`src/rtl/fetch_stage_pkg.sv`:
```
// ---------------------------------------------------------------------------
// lc3b_types
// Shared types for the LC-3b fetch stage.
//   lc3b_word      : 16-bit machine word (instructions and addresses)
//   fetch_state_t  : fetch controller states
//   PC_RESET       : address of the first fetch after reset
//   PC_STEP        : byte distance between consecutive instructions
// ---------------------------------------------------------------------------
package lc3b_types;

   typedef logic [15:0] lc3b_word;

   // FETCH   : a read at pc is (or is about to be) outstanding
   // HOLD    : a second instruction arrived while decode was stalled;
   //           it waits in the hold buffer and no new read is issued
   // DISCARD : a redirect arrived while a read was in flight; that read
   //           must still complete, but its data is thrown away
   typedef enum logic [1:0] {
      FETCH   = 2'd0,
      HOLD    = 2'd1,
      DISCARD = 2'd2
   } fetch_state_t;

   localparam lc3b_word PC_RESET = 16'h0000;
   localparam lc3b_word PC_STEP  = 16'h0002;

endpackage

```
`src/rtl/fetch_stage_if.sv`:
```
// ---------------------------------------------------------------------------
// fetch_stage_if
// Instruction memory read port used by the fetch stage.
//   read    : read request, held until resp
//   address : fetch address, stable while read is high
//   rdata   : instruction word, valid only in the resp cycle
//   resp    : one-cycle pulse completing the outstanding read
// The master modport is the fetch stage; the slave modport is the memory.
// ---------------------------------------------------------------------------
interface fetch_stage_if;
   import lc3b_types::*;

   logic     read;
   lc3b_word address;
   lc3b_word rdata;
   logic     resp;

   modport master (
      output read,
      output address,
      input  rdata,
      input  resp
   );

   modport slave (
      input  read,
      input  address,
      output rdata,
      output resp
   );

endinterface

```
`src/rtl/fetch_stage_pc_reg.sv`:
```
// ---------------------------------------------------------------------------
// pc_reg
// Program counter register for the fetch stage.
//   clk   : system clock
//   rst_n : asynchronous active-low reset, loads PC_RESET
//   load  : when high, q takes d on the rising clock edge
//   d     : next program counter value
//   q     : current program counter value
// ---------------------------------------------------------------------------
module pc_reg
   import lc3b_types::*;
(
   input  logic     clk,
   input  logic     rst_n,
   input  logic     load,
   input  lc3b_word d,
   output lc3b_word q
);

   // The pc only changes when the fetch controller asks for it, so the
   // register holds its value on every cycle without a load.
   always_ff @(posedge clk or negedge rst_n) begin
      if (!rst_n) begin
         q <= PC_RESET;
      end else if (load) begin
         q <= d;
      end
   end

endmodule

```
`src/rtl/fetch_stage.sv`:
```
// ---------------------------------------------------------------------------
// fetch_stage
// LC-3b instruction fetch stage with a one-entry output slot, a one-entry
// hold buffer for decode back-pressure, and redirect handling that drops
// the data of any read that was in flight when the redirect arrived.
//   clk         : system clock
//   rst_n       : asynchronous active-low reset
//   imem        : instruction memory read port (master side)
//   redirect    : control-flow change from write-back
//   redirect_pc : redirect target, valid while redirect is high
//   id_ready    : decode accepts inst_out/pc_out this cycle
//   valid_out   : inst_out/pc_out hold a valid instruction
//   inst_out    : instruction word to decode
//   pc_out      : address of inst_out
// ---------------------------------------------------------------------------
module fetch_stage
   import lc3b_types::*;
(
   input  logic             clk,
   input  logic             rst_n,
   fetch_stage_if.master    imem,
   input  logic             redirect,
   input  lc3b_word         redirect_pc,
   input  logic             id_ready,
   output logic             valid_out,
   output lc3b_word         inst_out,
   output lc3b_word         pc_out
);

   fetch_state_t state;
   fetch_state_t state_next;

   lc3b_word pc;
   lc3b_word pc_next;
   logic     pc_load;
   lc3b_word pc_inc;

   lc3b_word stale_addr;
   lc3b_word stale_next;

   logic     valid_next;
   lc3b_word inst_next;
   lc3b_word pc_out_next;

   lc3b_word hold_inst;
   lc3b_word hold_pc;
   lc3b_word hold_inst_next;
   lc3b_word hold_pc_next;

   logic     slot_free;

   // 16-bit addition wraps naturally, so FFFE steps to 0000.
   assign pc_inc    = pc + PC_STEP;

   // The slot can take a new word if it is empty or is being drained now.
   assign slot_free = !valid_out || id_ready;

   pc_reg u_pc_reg (
      .clk   (clk),
      .rst_n (rst_n),
      .load  (pc_load),
      .d     (pc_next),
      .q     (pc)
   );

   // State, stale address, output slot and hold buffer registers. The hold
   // buffer has no valid bit of its own: it is occupied exactly while the
   // controller sits in HOLD, so leaving HOLD invalidates it.
   always_ff @(posedge clk or negedge rst_n) begin
      if (!rst_n) begin
         state      <= FETCH;
         stale_addr <= PC_RESET;
         valid_out  <= 1'b0;
         inst_out   <= 16'h0000;
         pc_out     <= 16'h0000;
         hold_inst  <= 16'h0000;
         hold_pc    <= 16'h0000;
      end else begin
         state      <= state_next;
         stale_addr <= stale_next;
         valid_out  <= valid_next;
         inst_out   <= inst_next;
         pc_out     <= pc_out_next;
         hold_inst  <= hold_inst_next;
         hold_pc    <= hold_pc_next;
      end
   end

   // Next-state and output logic. By default the slot empties when decode
   // takes it and everything else holds. A redirect is checked first in
   // every state because it overrides any response or hand-off in the same
   // cycle; the only thing that differs per state is whether a read is
   // still outstanding afterwards (FETCH without resp goes to DISCARD so
   // the old read can drain at its original address).
   always_comb begin
      state_next     = state;
      pc_load        = 1'b0;
      pc_next        = pc_inc;
      stale_next     = stale_addr;
      valid_next     = valid_out && !id_ready;
      inst_next      = inst_out;
      pc_out_next    = pc_out;
      hold_inst_next = hold_inst;
      hold_pc_next   = hold_pc;
      imem.read      = 1'b1;
      imem.address   = pc;

      case (state)
         FETCH: begin
            if (redirect) begin
               valid_next = 1'b0;
               pc_load    = 1'b1;
               pc_next    = redirect_pc;
               if (!imem.resp) begin
                  stale_next = pc;
                  state_next = DISCARD;
               end
            end else if (imem.resp) begin
               pc_load = 1'b1;
               if (slot_free) begin
                  valid_next  = 1'b1;
                  inst_next   = imem.rdata;
                  pc_out_next = pc;
               end else begin
                  hold_inst_next = imem.rdata;
                  hold_pc_next   = pc;
                  state_next     = HOLD;
               end
            end
         end

         HOLD: begin
            imem.read = 1'b0;
            if (redirect) begin
               valid_next = 1'b0;
               pc_load    = 1'b1;
               pc_next    = redirect_pc;
               state_next = FETCH;
            end else if (id_ready) begin
               valid_next  = 1'b1;
               inst_next   = hold_inst;
               pc_out_next = hold_pc;
               state_next  = FETCH;
            end
         end

         DISCARD: begin
            imem.address = stale_addr;
            if (redirect) begin
               valid_next = 1'b0;
               pc_load    = 1'b1;
               pc_next    = redirect_pc;
            end else if (imem.resp) begin
               state_next = FETCH;
            end
         end

         default: begin
            state_next = FETCH;
         end
      endcase
   end

endmodule

```
`src/flat_wrapper.sv`:
```
// flat-port wrapper written by rule: the top's interface ports become plain ports
module fetch_stage_flat import lc3b_types::*;
  (clk, rst_n, redirect, redirect_pc, id_ready, valid_out, inst_out, pc_out, imem_read, imem_address, imem_rdata, imem_resp);
  fetch_stage_if imem_i ();
  input  logic clk;
  input  logic rst_n;
  input  logic redirect;
  input  lc3b_word redirect_pc;
  input  logic id_ready;
  output logic valid_out;
  output lc3b_word inst_out;
  output lc3b_word pc_out;
  output wire logic [$bits(imem_i.read)-1:0] imem_read;
  output wire logic [$bits(imem_i.address)-1:0] imem_address;
  input wire logic [$bits(imem_i.rdata)-1:0] imem_rdata;
  input wire logic [$bits(imem_i.resp)-1:0] imem_resp;
  assign imem_read = imem_i.read;
  assign imem_address = imem_i.address;
  assign imem_i.rdata = imem_rdata;
  assign imem_i.resp = imem_resp;
  fetch_stage u_core (.clk(clk), .rst_n(rst_n), .imem(imem_i), .redirect(redirect), .redirect_pc(redirect_pc), .id_ready(id_ready), .valid_out(valid_out), .inst_out(inst_out), .pc_out(pc_out));
endmodule
```
`config.mk`:
```
export PLATFORM = sky130hd
export DESIGN_NAME = fetch_stage_flat
export DESIGN_NICKNAME = d
export VERILOG_FILES = /design/src/rtl/fetch_stage_pkg.sv /design/src/rtl/fetch_stage_if.sv /design/src/rtl/fetch_stage_pc_reg.sv /design/src/rtl/fetch_stage.sv /design/src/flat_wrapper.sv
export SDC_FILE = /design/constraint.sdc
export NUM_CORES = 1
export LEC_CHECK = 0
export ABC_AREA = 1
export CAP_MARGIN = 10
export CORE_ASPECT_RATIO = 2
export CORE_MARGIN = 2
export CORE_UTILIZATION = 50
export DETAILED_ROUTE_END_ITERATION = 12
export GPL_ROUTABILITY_DRIVEN = 1
export PLACE_DENSITY_LB_ADDON = 0.25
export SLEW_MARGIN = 5
export SYNTH_ARGS = -nofsm -noshare
export SYNTH_HDL_FRONTEND = slang
export SYNTH_SLANG_ARGS = --single-unit
```
`constraint.sdc`:
```
create_clock -name clk -period 4.8 [get_ports clk]
set_input_delay 1.44 -clock clk [delete_from_list [all_inputs] [get_ports clk]]
set_output_delay 1.44 -clock clk [all_outputs]
set_load 0.005 [all_outputs]
```
==> results.sh, run 1 <==
export IMPL_synth_area_leaders="sky130_fd_sc_hd__dfrtp_1 50%, sky130_fd_sc_hd__nand2_1 14%, sky130_fd_sc_hd__o21ai_0 11%"
export IMPL_clk_insertion_delay_late_ns=0.34
export IMPL_synth_adder_area_share_pct=1.52
export IMPL_min_period_over_period_pct=77.1
export IMPL_synth_seq_area_share_pct=50.3
export IMPL_yosys_warnings=0
export IMPL_crit_fanout=32
export IMPL_grt_max_degree=78
export IMPL_sw_frac_of_total_pct=38.1
export IMPL_post_route_drc_count=0
export IMPL_hold_path_depth=2
export IMPL_routed_via_density=5.18
export IMPL_crit_path_max_incr_delay_ns=0.57
export IMPL_drt_first_iter_violations=336
export IMPL_io_buf_count=86
export IMPL_flow_area_growth_from_synthesis_pct=25.2
export IMPL_criticalPathCategory="reg -> out"
export IMPL_hold_start="u_core.stale_addr[13]"
export IMPL_post_cts_setup_buffer_count=0
export IMPL_rsz0062_at_grt="no"
export IMPL_layout_common_cells="186 x sky130_fd_sc_hd__nand2_1, 107 x sky130_fd_sc_hd__o21ai_0, 99 x sky130_fd_sc_hd__dfrtp_1, 85 x sky130_fd_sc_hd__clkdlybuf4s50_1, 68 x sky130_fd_sc_hd__nor2_1"
export IMPL_worst_slew_margin_rel_pct=34.7
export IMPL_final_util_pct=64.0
export IMPL_cell_count_after_synthesis=633
export IMPL_yosysTopAreaCellShare_pct=50.3
export IMPL_synth_largest_area_cell="sky130_fd_sc_hd__dfrtp_1"
export IMPL_pwr_share_seq_pct=36.9
export IMPL_max_cap_violations=0
export IMPL_timing_reg2reg_setup_slack_ns=1.77
export IMPL_total_switching_power_mw=1.55
export IMPL_slew_violations=0
export IMPL_synth_seq_cells=99
export IMPL_maximum_clock_frequency_mhz=270
export IMPL_number_of_global_route_vias_before_repair=4229
export IMPL_netlist_area_sq_um=4930
export IMPL_timing_final_setup_violations=0
export IMPL_post_route_cells_drive_above_1_share_pct=5.77
export IMPL_arrival_ns=2.26
export IMPL_hold_viol=0
export IMPL_floorplan_rows=51
export IMPL_hold_class="reg -> reg"
export IMPL_power_density_nw_per_um2=660
export IMPL_fp_dieH_um=144
export IMPL_rr_endpoint="u_core.pc_out[8]"
export IMPL_initial_antenna_violation_count=0
export IMPL_critPathSlowestCell="sky130_fd_sc_hd__clkdlybuf4s50_1"
export IMPL_maximum_level_of_the_cts_h_tree=3
export IMPL_synth_compound_area_share_pct=16.2
export IMPL_startpoint_type="flop"
export IMPL_timing_hold_ws_ns=0.489
export IMPL_final_cells=842
export IMPL_number_of_clock_buffers_inserted_by_tritoncts=9
export IMPL_start_util_pct=51.1
export IMPL_combPwrFrac_pct=43.9
export IMPL_yosys_area_share_xor_xnor_pct=0.533
export IMPL_worst_hold_path_endpoint="u_core.stale_addr[13]"
export IMPL_die_w_um=74.2
export IMPL_clock_root_buffer="sky130_fd_sc_hd__clkbuf_16"
export IMPL_power_frac_clock_pct=19.2
export IMPL_multi_input_combinational_cell_area_sq_um=2100
export IMPL_dpl_hpwl_um=8330
export IMPL_last_weighted_congestion_value_of_the_routability_driven_placer=0.911
export IMPL_antenna_diode_count=0
export IMPL_peakVddDrop_v=0.000306
export IMPL_wirelength_um=11800
export IMPL_post_drt_wl_per_cell_um=14.0
export IMPL_r2r_worst_path_cells=11
export IMPL_p_int_mw=2.52
export IMPL_detailroute_via_count=4362
export IMPL_post_cts_resized=0
export IMPL_worst_endpoint_required_ns=3.36
export IMPL_regArea_sq_um=2480
export IMPL_grt_ovfl_total=0
export IMPL_synth_net_count=676
export IMPL_design_core_area_sq_um=9640
export IMPL_clk_path_buf_depth=2
export IMPL_post_synth_num_cell_types=30
export IMPL_largest_family_of_logic_cells_by_synthesized_area="simple AND/OR/NAND/NOR gates"
export IMPL_cellLeakagePower_nw=2.85
export IMPL_antenna_violating_nets_post_route=0
export IMPL_status="finished, final reports clean"
export IMPL_synthMuxAreaShare_pct=0
export IMPL_clock_pin_slew_on_the_worst_setup_and_hold_paths_ns=0.06
export IMPL_io_pins=87
export IMPL_cts_tree="yes"
export IMPL_r2r_startpoint="u_core.state[1]"
export IMPL_worstMarginPinSlew_ns=0.980
export IMPL_layout_min_cycle_time_ns=3.70
export IMPL_filler_cell_count=836
export IMPL_die_footprint_sq_um=10700
export IMPL_critical_path_cell_chain="inv_1 > ha_1 > buf_4 > o21ai_0 > clkdlybuf4s50_1"
export IMPL_drt_pass1_iter_count=5
export IMPL_synth_simple_gate_area_share_pct=24.3
export IMPL_grt_first_pass_wirelength_um=19600
export IMPL_grt_usage_pct=23.6
export IMPL_timing_critical_path_to_type="primary output"
export IMPL_final_skew_ns=0.00740
export IMPL_numClockSinks=99
export IMPL_post_place_cells=826
export IMPL_cts_hold_repair_buffers=0
export IMPL_tns_ns=0
export IMPL_synth_avg_cell_area_sq_um=7.78
export IMPL_leading_cell_type_in_the_layout_fill_and_taps_excluded="sky130_fd_sc_hd__nand2_1"
export IMPL_finalNetCount=748
cell type report:
cell class / instances / area share, %
Clock inverter: 4 / 1.18
Tap cell: 132 / 2.68
Sequential cell: 99 / 40.2
Timing Repair Buffer: 94 / 14.9
Inverter: 49 / 2.98
Clock buffer: 12 / 4.16
Multi-Input combinational cell: 452 / 34.0
through the flow:
step	cell area [sq um]	total power [mW]	worst slack (ns)
global placement	5840	3.22	1.18
global route	6170	4.42	1.01
finish	6170	4.07	1.10
CTS	6170	4.10	1.10
detailed placement	5840	3.30	1.07
floorplan	4930	2.52	2.13
power by group through the flow:
| stage | clock [mW] | combinational [mW] | sequential [mW] |
|---|---|---|---|
| after floorplan | 0 | 1.07 | 1.45 |
| after global placement | 0 | 1.73 | 1.49 |
| after detailed placement | 0 | 1.78 | 1.52 |
| after CTS | 0.798 | 1.80 | 1.50 |
| after global routing | 0.825 | 2.05 | 1.55 |
| final | 0.783 | 1.79 | 1.50 |
synthesized netlist by cell type (all sizes together):
library cell  number
o31ai              2
o21ai            114
clkbuf            14
xor2               3
ha                 6
nand4              5
a21oi             32
nor3               3
buf               19
nand2            186
inv               48
o22ai              4
clkinv             1
dfrtp             99
a31oi              1
nand3             21
nor2              75
metal layers:
metal  vias up  global-route usage (%)  share of wire, %
li1       2179                       -                 -
met1      2027                    27.7                38
met2       126                    41.9                55
met3        30                    3.34               4.1
met4         0                    10.1               3.1
met5         -                       0                 0
state kept, by name, summed over array words and instances (netlist names):
register	count
u_core.hold_inst	16
u_core.state	2
u_core.inst_out	16
u_core.stale_addr	16
u_core.hold_pc	16
u_core.valid_out	1
u_core.u_pc_reg.q	16
u_core.pc_out	16
worst max-delay path by stage:
stage	slack (ns)	depth (start not counted)	from	endpoint
finish	1.10	5	u_core.state[0]	imem_address[6]
global route	1.01	5	u_core.state[1]	imem_read
CTS	1.10	5	u_core.state[0]	imem_address[6]
detailed placement	1.07	8	redirect	u_core.pc_out[8]
global placement	1.18	8	redirect	u_core.inst_out[1]
floorplan	2.13	6	u_core.state[0]	imem_address[10]
worst max-delay path: cells and delay by family (launching register included):
family	cells	cell delay, ns
DFF	1	0.42
buffers and inverters	3	0.91
AOI/OAI and AO/OA	1	0.33
adders and majority gates	1	0.25
cells by family (layout without fill, tap and decap cells):
family	after synthesis	after routing
and+or+nand+nor	290	290
AOI/OAI and AO/OA	153	153
DFF	99	99
buffers and inverters	82	159
adders and majority gates	6	6
xor gates and xnor gates	3	3
No activity file was read; power rests on OpenSTA's default activity.
==> inputs of run 2 (changes only) <==
==> constraint.sdc (replaced) <==
create_clock -name clk -period 3.49 [get_ports clk]
set_input_delay 1.047 -clock clk [delete_from_list [all_inputs] [get_ports clk]]
set_output_delay 1.047 -clock clk [all_outputs]
set_load 0.005 [all_outputs]
==> run 2 against run 1 <==
Compared with the run above: critical path depth unchanged; worst setup slack got worse by 0.85 ns; total power increased by 35%; design area about the same; global-route usage increased by 0.31 points; worst hold slack about the same; register-to-register slack got worse by 0.49 ns; wire length increased by 0.79%; clock power increased by 25%; via count decreased by 1.1%; critical path type unchanged; largest power group unchanged; flip-flop and latch count unchanged; critical endpoint unchanged.
==> results.sh, run 2 (same netlist as run 1, synthesis figures left out) <==
export IMPL_fp_dieH_um=144
export IMPL_worstMarginPinSlew_ns=0.680
export IMPL_io_buf_count=86
export IMPL_grt_first_pass_wirelength_um=19600
export IMPL_die_footprint_sq_um=10700
export IMPL_wl_met3_um=385
export IMPL_number_of_clock_buffers_inserted_by_tritoncts=9
export IMPL_post_cts_setup_buffer_count=0
export IMPL_tns_ns=0
export IMPL_grt_max_degree=61
export IMPL_peakVddDrop_v=0.000490
export IMPL_total_switching_power_mw=2.14
export IMPL_sw_frac_of_total_pct=38.8
export IMPL_cts_tree="yes"
export IMPL_design_core_area_sq_um=9640
export IMPL_final_util_pct=64.0
export IMPL_wirelength_um=11800
export IMPL_clk_insertion_delay_late_ns=0.34
export IMPL_power_frac_clock_pct=17.8
export IMPL_met1Wirelength_um=4540
export IMPL_maximum_level_of_the_cts_h_tree=3
export IMPL_post_drt_wl_per_cell_um=14.1
export IMPL_crit_fanout=31
export IMPL_criticalPathCategory="reg -> out"
export IMPL_clock_root_buffer="sky130_fd_sc_hd__clkbuf_16"
export IMPL_maximum_clock_frequency_mhz=309
export IMPL_pwr_share_seq_pct=37.5
export IMPL_io_pins=87
export IMPL_drt_pass1_iter_count=5
export IMPL_post_cts_resized=0
export IMPL_numClockSinks=99
export IMPL_detailed_place_area_sq_um=5870
export IMPL_antenna_violating_nets_post_route=0
export IMPL_hold_viol=0
export IMPL_post_route_cells_drive_above_1_share_pct=5.77
export IMPL_final_skew_ns=0.00774
export IMPL_finalNetCount=749
export IMPL_totalPowerFinal_mw=5.52
export IMPL_p_int_mw=3.38
export IMPL_die_w_um=74.2
export IMPL_highest_signal_layer="met4"
export IMPL_timing_hold_ws_ns=0.489
export IMPL_flow_area_growth_from_synthesis_pct=25.2
export IMPL_layout_min_cycle_time_ns=3.24
export IMPL_initial_antenna_violation_count=0
export IMPL_worst_slew_margin_rel_pct=54.6
export IMPL_startpoint_type="flop"
export IMPL_drt_first_iter_violations=298
export IMPL_cellLeakagePower_nw=2.85
export IMPL_status="finished, final reports clean"
export IMPL_start_util_pct=51.1
export IMPL_clk_path_buf_depth=2
export IMPL_routed_via_density=5.12
export IMPL_timing_critical_path_to_type="primary output"
export IMPL_power_density_nw_per_um2=894
export IMPL_number_of_global_route_vias_before_repair=4200
export IMPL_dpl_hpwl_um=8630
export IMPL_last_weighted_congestion_value_of_the_routability_driven_placer=0.933
export IMPL_detailroute_via_count=4312
export IMPL_leading_cell_type_in_the_layout_fill_and_taps_excluded="sky130_fd_sc_hd__nand2_1"
export IMPL_combPwrFrac_pct=44.7
export IMPL_max_cap_violations=0
export IMPL_rsz0062_at_grt="no"
export IMPL_grt_usage_pct=23.9
export IMPL_clock_pin_slew_on_the_worst_setup_and_hold_paths_ns=0.07
export IMPL_finalInstanceArea_sq_um=6170
export IMPL_cts_hold_repair_buffers=0
export IMPL_routed_wl_met2_um=6450
export IMPL_min_period_over_period_pct=92.8
export IMPL_layout_common_cells="186 x sky130_fd_sc_hd__nand2_1, 107 x sky130_fd_sc_hd__o21ai_0, 99 x sky130_fd_sc_hd__dfrtp_1, 85 x sky130_fd_sc_hd__clkdlybuf4s50_1, 68 x sky130_fd_sc_hd__nor2_1"
export IMPL_antenna_diode_count=0
export IMPL_slew_violations=0
export IMPL_timing_final_setup_violations=0
export IMPL_post_route_drc_count=0
export IMPL_floorplan_rows=51
export IMPL_filler_cell_count=868
export IMPL_hold_class="reg -> reg"
export IMPL_arrival_ns=2.19
export IMPL_grt_ovfl_total=0
export IMPL_worst_endpoint_required_ns=2.44
[run 2: worst paths after layout]
| kind | from | end | slack (ns) | cells after the start |
|---|---|---|---|---|
| min | u_core.stale_addr[1] | u_core.stale_addr[1] | 0.49 | 2 |
| max reg2reg | u_core.state[1] | u_core.pc_out[14] | 1.28 | 9 |
| max | u_core.state[0] | imem_address[6] | 0.25 | 5 |
| min reg2reg | u_core.stale_addr[1] | u_core.stale_addr[1] | 0.49 | 2 |
| min in group asynchronous | rst_n | u_core.hold_inst[2] | 0.69 | 1 |
| max in group asynchronous | rst_n | u_core.inst_out[13] | 2.09 | 2 |
[run 2: per-layer routing]
| layer | global-route usage (%) | up-vias |
|---|---|---|
| li1 | - | 2183 |
| met1 | 27.3 | 1994 |
| met2 | 41.7 | 109 |
| met3 | 3.48 | 26 |
| met4 | 13.1 | 0 |
| met5 | 0 | - |
[run 2: power by group through the flow]
stage	combinational, mW	sequential [mW]	clock [mW]
5_1_grt	2.84	2.12	1.05
4_1_cts	2.50	2.06	1.00
3_3_place_gp	2.41	2.06	0
6_report	2.47	2.07	0.981
3_5_place_dp	2.48	2.08	0
2_1_floorplan	1.47	1.99	0
[run 2: layout make-up]
class | count | area, sq um | share of cell area (%)
inverters | 49 | 184 | 2.98
multi-input cells | 452 | 2100 | 34.0
flip-flops and latches | 99 | 2480 | 40.2
clock inverters | 4 | 51.3 | 0.832
well taps | 132 | 165 | 2.68
repair buffers | 95 | 951 | 15.4
clock buffers | 11 | 243 | 3.94
[run 2: metrics by stage]
stage | std cells | setup WS, ns
after floorplan | 633 | 1.21
after global routing | 842 | 0.156
after detailed placement | 827 | 0.451
final | 842 | 0.253
after global placement | 827 | 0.484
after CTS | 842 | 0.211
[run 2: critical path: stages, from the launching register on]
cell and delay, ns:
sky130_fd_sc_hd__dfrtp_1 0.43, sky130_fd_sc_hd__inv_1 0.09, sky130_fd_sc_hd__ha_1 0.24, sky130_fd_sc_hd__buf_4 0.23, sky130_fd_sc_hd__o21ai_0 0.29, sky130_fd_sc_hd__clkdlybuf4s50_1 0.56
